===== config.mk =====
export PLATFORM = sky130hd
export DESIGN_NAME = forwarding_control
export DESIGN_NICKNAME = d
export VERILOG_FILES = /design/src/rtl/forwarding_control_pkg.sv /design/src/rtl/forwarding_control_fwd_match.sv /design/src/rtl/forwarding_control.sv
export SDC_FILE = /design/constraint.sdc
export NUM_CORES = 1
export LEC_CHECK = 0
export CORE_MARGIN = 2
export CORE_UTILIZATION = 50
export CTS_CLUSTER_DIAMETER = 80
export DETAILED_ROUTE_END_ITERATION = 16
export PLACE_DENSITY = 0.91
export REMOVE_ABC_BUFFERS = 1
export SETUP_SLACK_MARGIN = 0.1
export SLEW_MARGIN = 40
export SYNTH_ARGS = -nofsm -noshare
export SYNTH_HDL_FRONTEND = slang
export SYNTH_HIERARCHICAL = 1
export SYNTH_SLANG_ARGS = --single-unit

===== constraint.sdc =====
create_clock -name Clk -period 3.3 [get_ports Clk]
set_clock_uncertainty 0.1 [all_clocks]
set_input_delay 0.66 -clock Clk [delete_from_list [all_inputs] [get_ports Clk]]
set_output_delay 0.66 -clock Clk [all_outputs]
set_load 0.1 [all_outputs]

===== src/rtl/forwarding_control_pkg.sv =====
// Shared types for the operand-forwarding controller: scoreboard entry layout,
// stall FSM states and register-file constants.
package forwarding_control_pkg;

  localparam int unsigned REG_ADDR_W = 4;
  localparam logic [REG_ADDR_W-1:0] REG_ZERO = '0;

  typedef struct packed {
    logic                  valid;
    logic [REG_ADDR_W-1:0] rd;
    logic                  regwrite;
    logic                  is_load;
  } sb_entry_t;

  typedef enum logic [0:0] {
    RUN     = 1'b0,
    STALLED = 1'b1
  } fwd_state_e;

endpackage


===== src/rtl/forwarding_control_fwd_match.sv =====
// Combinational comparator: does a scoreboard entry produce the source register
// an instruction reads? Register zero never matches.
module fwd_match
  import forwarding_control_pkg::*;
(
  input  sb_entry_t             i_entry,
  input  logic [REG_ADDR_W-1:0] i_rs,
  input  logic                  i_use,
  input  logic                  i_load_only,
  output logic                  o_match
);

  // i_load_only restricts the match to load producers.
  assign o_match = i_use
                 & i_entry.valid
                 & i_entry.regwrite
                 & (i_entry.rd != REG_ZERO)
                 & (i_entry.rd == i_rs)
                 & (i_entry.is_load | ~i_load_only);

endmodule


===== src/rtl/forwarding_control.sv =====
// Operand-forwarding and load-use hazard controller: tracks EX/MEM destinations,
// registers forwarding selects for the instruction entering EX, stalls on load-use.
module forwarding_control
  import forwarding_control_pkg::*;
#(
  parameter int unsigned STALL_CNT_W = 16
) (
  input  logic                   Clk,
  input  logic                   Reset_n,
  input  logic                   ID_Valid,
  input  logic [REG_ADDR_W-1:0]  ID_RsA,
  input  logic [REG_ADDR_W-1:0]  ID_RsB,
  input  logic                   ID_UseA,
  input  logic                   ID_UseB,
  input  logic [REG_ADDR_W-1:0]  ID_Rd,
  input  logic                   ID_RegWrite,
  input  logic                   ID_IsLoad,
  input  logic                   Hold,
  input  logic                   Flush,
  output logic                   One_A,
  output logic                   One_B,
  output logic                   Two_A,
  output logic                   Two_B,
  output logic                   Stall,
  output logic [STALL_CNT_W-1:0] StallCount
);

  localparam logic [STALL_CNT_W-1:0] CNT_ONE = {{(STALL_CNT_W-1){1'b0}}, 1'b1};

  sb_entry_t              r_ex;
  sb_entry_t              r_mem;
  fwd_state_e             r_state;
  logic                   r_one_a;
  logic                   r_one_b;
  logic                   r_two_a;
  logic                   r_two_b;
  logic [STALL_CNT_W-1:0] r_stall_cnt;

  logic       w_one_a;
  logic       w_one_b;
  logic       w_mem_a;
  logic       w_mem_b;
  logic       w_stall;
  logic       w_bubble;
  sb_entry_t  w_id_entry;
  fwd_state_e w_state_nxt;

  fwd_match u_one_a (
    .i_entry(r_ex), .i_rs(ID_RsA), .i_use(ID_UseA), .i_load_only(1'b0), .o_match(w_one_a)
  );
  fwd_match u_one_b (
    .i_entry(r_ex), .i_rs(ID_RsB), .i_use(ID_UseB), .i_load_only(1'b0), .o_match(w_one_b)
  );
  fwd_match u_two_a (
    .i_entry(r_mem), .i_rs(ID_RsA), .i_use(ID_UseA), .i_load_only(1'b0), .o_match(w_mem_a)
  );
  fwd_match u_two_b (
    .i_entry(r_mem), .i_rs(ID_RsB), .i_use(ID_UseB), .i_load_only(1'b0), .o_match(w_mem_b)
  );

  // In STALLED the load already sits in MEM, so the held instruction must not re-stall.
  assign w_stall  = Reset_n & (r_state == RUN) & ID_Valid & ~Flush
                  & r_ex.is_load & (w_one_a | w_one_b);
  assign w_bubble = w_stall | Flush | ~ID_Valid;

  always_comb begin
    w_id_entry          = '0;
    w_id_entry.valid    = ~w_bubble;
    w_id_entry.rd       = ID_Rd;
    w_id_entry.regwrite = ID_RegWrite;
    w_id_entry.is_load  = ID_IsLoad;
    w_state_nxt         = w_stall ? STALLED : RUN;
  end

  always_ff @(posedge Clk) begin
    if (!Reset_n) begin
      r_ex        <= '0;
      r_mem       <= '0;
      r_state     <= RUN;
      r_one_a     <= 1'b0;
      r_one_b     <= 1'b0;
      r_two_a     <= 1'b0;
      r_two_b     <= 1'b0;
      r_stall_cnt <= '0;
    end else if (!Hold) begin
      r_mem   <= r_ex;
      r_ex    <= w_id_entry;
      r_state <= w_state_nxt;
      r_one_a <= ~w_bubble & w_one_a;
      r_one_b <= ~w_bubble & w_one_b;
      r_two_a <= ~w_bubble & w_mem_a & ~w_one_a;
      r_two_b <= ~w_bubble & w_mem_b & ~w_one_b;
      if (w_stall && (r_stall_cnt != '1)) begin
        r_stall_cnt <= r_stall_cnt + CNT_ONE;
      end
    end
  end

  assign One_A      = r_one_a;
  assign One_B      = r_one_b;
  assign Two_A      = r_two_a;
  assign Two_B      = r_two_b;
  assign Stall      = w_stall;
  assign StallCount = r_stall_cnt;

endmodule


==> results of run 1 <==
synth_stat cells (2+ instances only):
master	count
dfxtp_1	35
nor2_1	18
mux2i_1	17
xor2_1	16
a21oi_1	13
or4_1	12
nand2_1	10
nor4_1	10
o31ai_1	7
nand3_1	6
inv_1	5
nand2b_1	5
nand4_1	5
nor2b_1	5
and3_1	4
clkbuf_1	4
and4_1	3
buf_2	3
o21ai_0	3
a22oi_1	2
a32oi_1	2
and2_1	2
o41ai_1	2
or3_1	2
state kept, by name, indices dropped and copies added (netlist names):
| name | flops |
|---|---|
| StallCount | 16 |
| r_ex | 7 |
| r_mem | 7 |
| One_A | 1 |
| One_B | 1 |
| Two_A | 1 |
| Two_B | 1 |
| r_state | 1 |
metrics by stage:
stage               instance area, um^2  hold WS [ps]  total power, mW  setup slack (ps)   util
floorplan                          1840           348            0.485              -123      -
global placement                   2390           361            0.533              -133  0.657
detailed placement                 2390           375            0.537              -234  0.657
CTS                                2720           385             1.01              90.2  0.748
global route                       2800           398             1.05              59.2  0.770
finish                             2800           389             1.02               104  0.770
layout make-up:
cell class	instances	area, um^2
Timing Repair Buffer	81	668
Multi-Input combinational cell	161	1210
Inverter	5	18.8
Clock inverter	3	67.6
Fill cell	251	835
Clock buffer	5	68.8
Tap cell	48	60.1
Sequential cell	35	702
power by group:
part,switching [mW],internal (mW)
registers,0.0147,0.430
logic,0.0510,0.0482
clock network,0.173,0.301
total,0.238,0.779
worst register-to-register path: cells and delay by family, from the launching register on:
family	cells	cell delay, ps
AOI/OAI and AO/OA	1	100
buffers and inverters	13	1550
DFF	1	430
and+or+nand+nor	3	800
routing by layer:
metal | track usage | vias up
met5 | 0 | -
met4 | 0.169 | 0
met3 | 0.0736 | 26
met2 | 0.468 | 91
met1 | 0.286 | 952
li1 | - | 926
cell families after synthesis:
| kind of cell | count (synthesis) | share of synthesized area |
|---|---|---|
| xor gates and xnor gates | 16 | 0.0745 |
| AOI/OAI and AO/OA | 31 | 0.116 |
| other | 1 | 0.00199 |
| and+or+nand+nor | 92 | 0.302 |
| DFF | 35 | 0.372 |
| adders and majority gates | 1 | 0.00665 |
| buffers and inverters | 14 | 0.0359 |
| muxes | 17 | 0.0904 |
timing repair:
item	4_1_cts	5_1_grt
pin swaps	7	8
resized for setup	10	21
endpoints found under the hold margin	0	0
setup buffers	24	1
hold buffers	0	0
setup endpoints to repair	3	15
worst paths after layout:
| path | depth (start not counted) | end |
|---|---|---|
| max reg2reg | 17 | Two_A |
| min | 2 | r_state |
| min reg2reg | 2 | r_state |
| max | 19 | Two_A |
==> flow_results.xml, run 1 <==
<?xml version="1.0" encoding="UTF-8"?>
<metrics>
  <group name="status">
    <metric name="result_of_the_run" unit="">complete, no violations</metric>
  </group>
  <group name="sta">
    <metric name="setup_violations" unit="">0</metric>
    <metric name="final_sum_of_negative_setup_slack" unit="ps">0</metric>
    <metric name="fmax" unit="GHz">0.313</metric>
    <metric name="report.final.slew_viol_count" unit="">0</metric>
    <metric name="worst_max_slew_pin_slew" unit="ps">536</metric>
    <metric name="setup_repair_after_global_routing_missed_its_margin" unit="">true</metric>
    <metric name="fin_crit_sh" unit="">0.969</metric>
    <metric name="report.final.hold_viol_count" unit="">0</metric>
    <metric name="slew_headroom" unit="">0.640</metric>
    <metric name="period_minus_slack" unit="ps">3200</metric>
  </group>
  <group name="logic_synthesis">
    <metric name="synth.distinct_cells" unit="">40</metric>
    <metric name="synth.yosys.seq_area_share" unit="">0.372</metric>
    <metric name="synth-edff-count" unit="">0</metric>
    <metric name="yosys-top-cells-area" unit="">dfxtp_1, mux2i_1, xor2_1</metric>
    <metric name="number_of_flip_flops_and_latches_in_the_synthesized_netlist" unit="">35</metric>
    <metric name="synthesis.area_per_instance" unit="um^2">9.09</metric>
    <metric name="ys_async_sr_fraction" unit="">0</metric>
    <metric name="synthDominantAreaCellType" unit="">dfxtp_1</metric>
    <metric name="synth_top_cell_area_share" unit="">0.372</metric>
    <metric name="netlist_area" unit="mm^2">0.00188</metric>
    <metric name="synth.yosys.warnings" unit="">6</metric>
    <metric name="post_synth_inst_count" unit="">207</metric>
    <metric name="synthFlopType" unit="">dfxtp_1</metric>
  </group>
  <group name="pwr">
    <metric name="power.density_cell_area" unit="mW/mm^2">364</metric>
    <metric name="vdd_ir_drop_max" unit="mV">0.352</metric>
    <metric name="power.static_leakage" unit="nW">1.22</metric>
  </group>
  <group name="worst_setup_path">
    <metric name="slowest_delay" unit="ps">450</metric>
    <metric name="element_type_at_the_critical_path_end" unit="">flip-flop</metric>
    <metric name="cp-startpoint" unit="">ID_RsA[1]</metric>
    <metric name="cp_max_fo" unit="">2</metric>
    <metric name="crit_family" unit="">buffers and inverters</metric>
    <metric name="worstSetupPathType" unit="">input port to flip-flop</metric>
    <metric name="timing.critical_path.slowest_stage_cell" unit="">or4_4</metric>
    <metric name="r2r_start" unit="">r_ex[2]</metric>
    <metric name="critical_path_cell_by_cell" unit="">dlygate4sd2_1, xor2_1, or4_4, nor4_4, buf_4, buf_4, buf_4, buf_4, buf_4, buf_4, buf_4, buf_4, buf_4, buf_4, buf_4, buf_4, inv_1, a32oi_1, nor2_1</metric>
    <metric name="reg2reg_slack" unit="ps">250</metric>
    <metric name="worstSetupStartpointType" unit="">input port</metric>
    <metric name="arrival" unit="ps">3280</metric>
    <metric name="worst_ep_required_time" unit="ps">3380</metric>
    <metric name="critical-path-top-cell-by-count" unit="">buf_4</metric>
    <metric name="critical_path.n_buffers_inverters" unit="">14</metric>
  </group>
  <group name="clocking">
    <metric name="clk-insertion-delay-late" unit="ps">300</metric>
    <metric name="clkTransAtPathRegs" unit="ps">80</metric>
    <metric name="cts-buffers-inserted" unit="">5</metric>
    <metric name="ctsRootBufferMaster" unit="">clkbuf_8</metric>
    <metric name="tritoncts" unit="">built</metric>
    <metric name="cts.sink_count" unit="">35</metric>
    <metric name="cts-htree-levels" unit="">2</metric>
    <metric name="cts.path.max_buffers" unit="">2</metric>
  </group>
  <group name="floorplan">
    <metric name="die_y" unit="um">65.4</metric>
    <metric name="floorplan.rows" unit="">22</metric>
    <metric name="core_area" unit="mm^2">0.00363</metric>
    <metric name="total_i_o_pin_count" unit="">42</metric>
    <metric name="fp.dieArea" unit="mm^2">0.00427</metric>
    <metric name="floorplan.initialDensity" unit="">0.518</metric>
    <metric name="die_width" unit="um">65.4</metric>
  </group>
  <group name="drt">
    <metric name="drc_errors" unit="">0</metric>
    <metric name="detail_route.wirelength" unit="um">5680</metric>
    <metric name="maxUsedRoutingLayer" unit="">met4</metric>
    <metric name="ant_nets" unit="">0</metric>
    <metric name="wl_per_cell" unit="um">16.8</metric>
    <metric name="vias" unit="">1995</metric>
    <metric name="met3_layer_wire_length_in_the_routed_design" unit="um">317</metric>
    <metric name="wl_met1" unit="um">2160</metric>
    <metric name="route.detailed.vias_per_inst" unit="">5.90</metric>
    <metric name="first_pass_iters" unit="">4</metric>
    <metric name="drt_iter0_markers" unit="">212</metric>
    <metric name="met2_wirelength" unit="um">2930</metric>
  </group>
  <group name="cells_and_area">
    <metric name="fin_nets" unit="">311</metric>
    <metric name="layout-area-overhead-vs-synth" unit="%">48.7</metric>
    <metric name="layout.cells.most_common_list" unit="">buf_4, dfxtp_1, nor2_1, mux2i_1, a21oi_1</metric>
    <metric name="drive_gt1_frac" unit="">0.314</metric>
    <metric name="antenna_cells" unit="">0</metric>
    <metric name="finish.cell_count_without_fillers" unit="">338</metric>
    <metric name="final_common_cell" unit="">buf_4</metric>
  </group>
  <group name="placed_design">
    <metric name="io_buffer_count" unit="">41</metric>
    <metric name="hpwl_after_dpl" unit="um">3350</metric>
    <metric name="place_inst" unit="">305</metric>
    <metric name="gpl.final_weighted_congestion" unit="">0.919</metric>
  </group>
  <group name="global_route">
    <metric name="grt_pass1_vias" unit="">1901</metric>
    <metric name="grt_antenna_before_repair" unit="">0</metric>
    <metric name="grt-ovfl-total" unit="">0</metric>
    <metric name="grt_max_degree" unit="">23</metric>
    <metric name="wire_length_of_the_first_global_routing_pass" unit="um">8630</metric>
    <metric name="overall_global_routing_resource_usage" unit="">0.269</metric>
  </group>
  <group name="worst_hold_path">
    <metric name="holdCritStartpoint" unit="">r_state</metric>
    <metric name="min-delay-path-class" unit="">flip-flop to flip-flop</metric>
  </group>
  <group name="job">
    <metric name="drv.max_cap_violation_count" unit="">0</metric>
  </group>
</metrics>
Note: power is estimated with default switching activity, not from simulation.
==> run 2, diff against run 1 <==
--- a/config.mk
+++ b/config.mk
@@ -9,6 +9,7 @@
 export CORE_UTILIZATION = 50
 export CTS_CLUSTER_DIAMETER = 80
 export DETAILED_ROUTE_END_ITERATION = 16
+export HOLD_SLACK_MARGIN = 0.1
 export PLACE_DENSITY = 0.91
 export REMOVE_ABC_BUFFERS = 1
 export SETUP_SLACK_MARGIN = 0.1
==> results of run 2 <==
The final DEF is identical to that of run 1; final timing and power are the same.
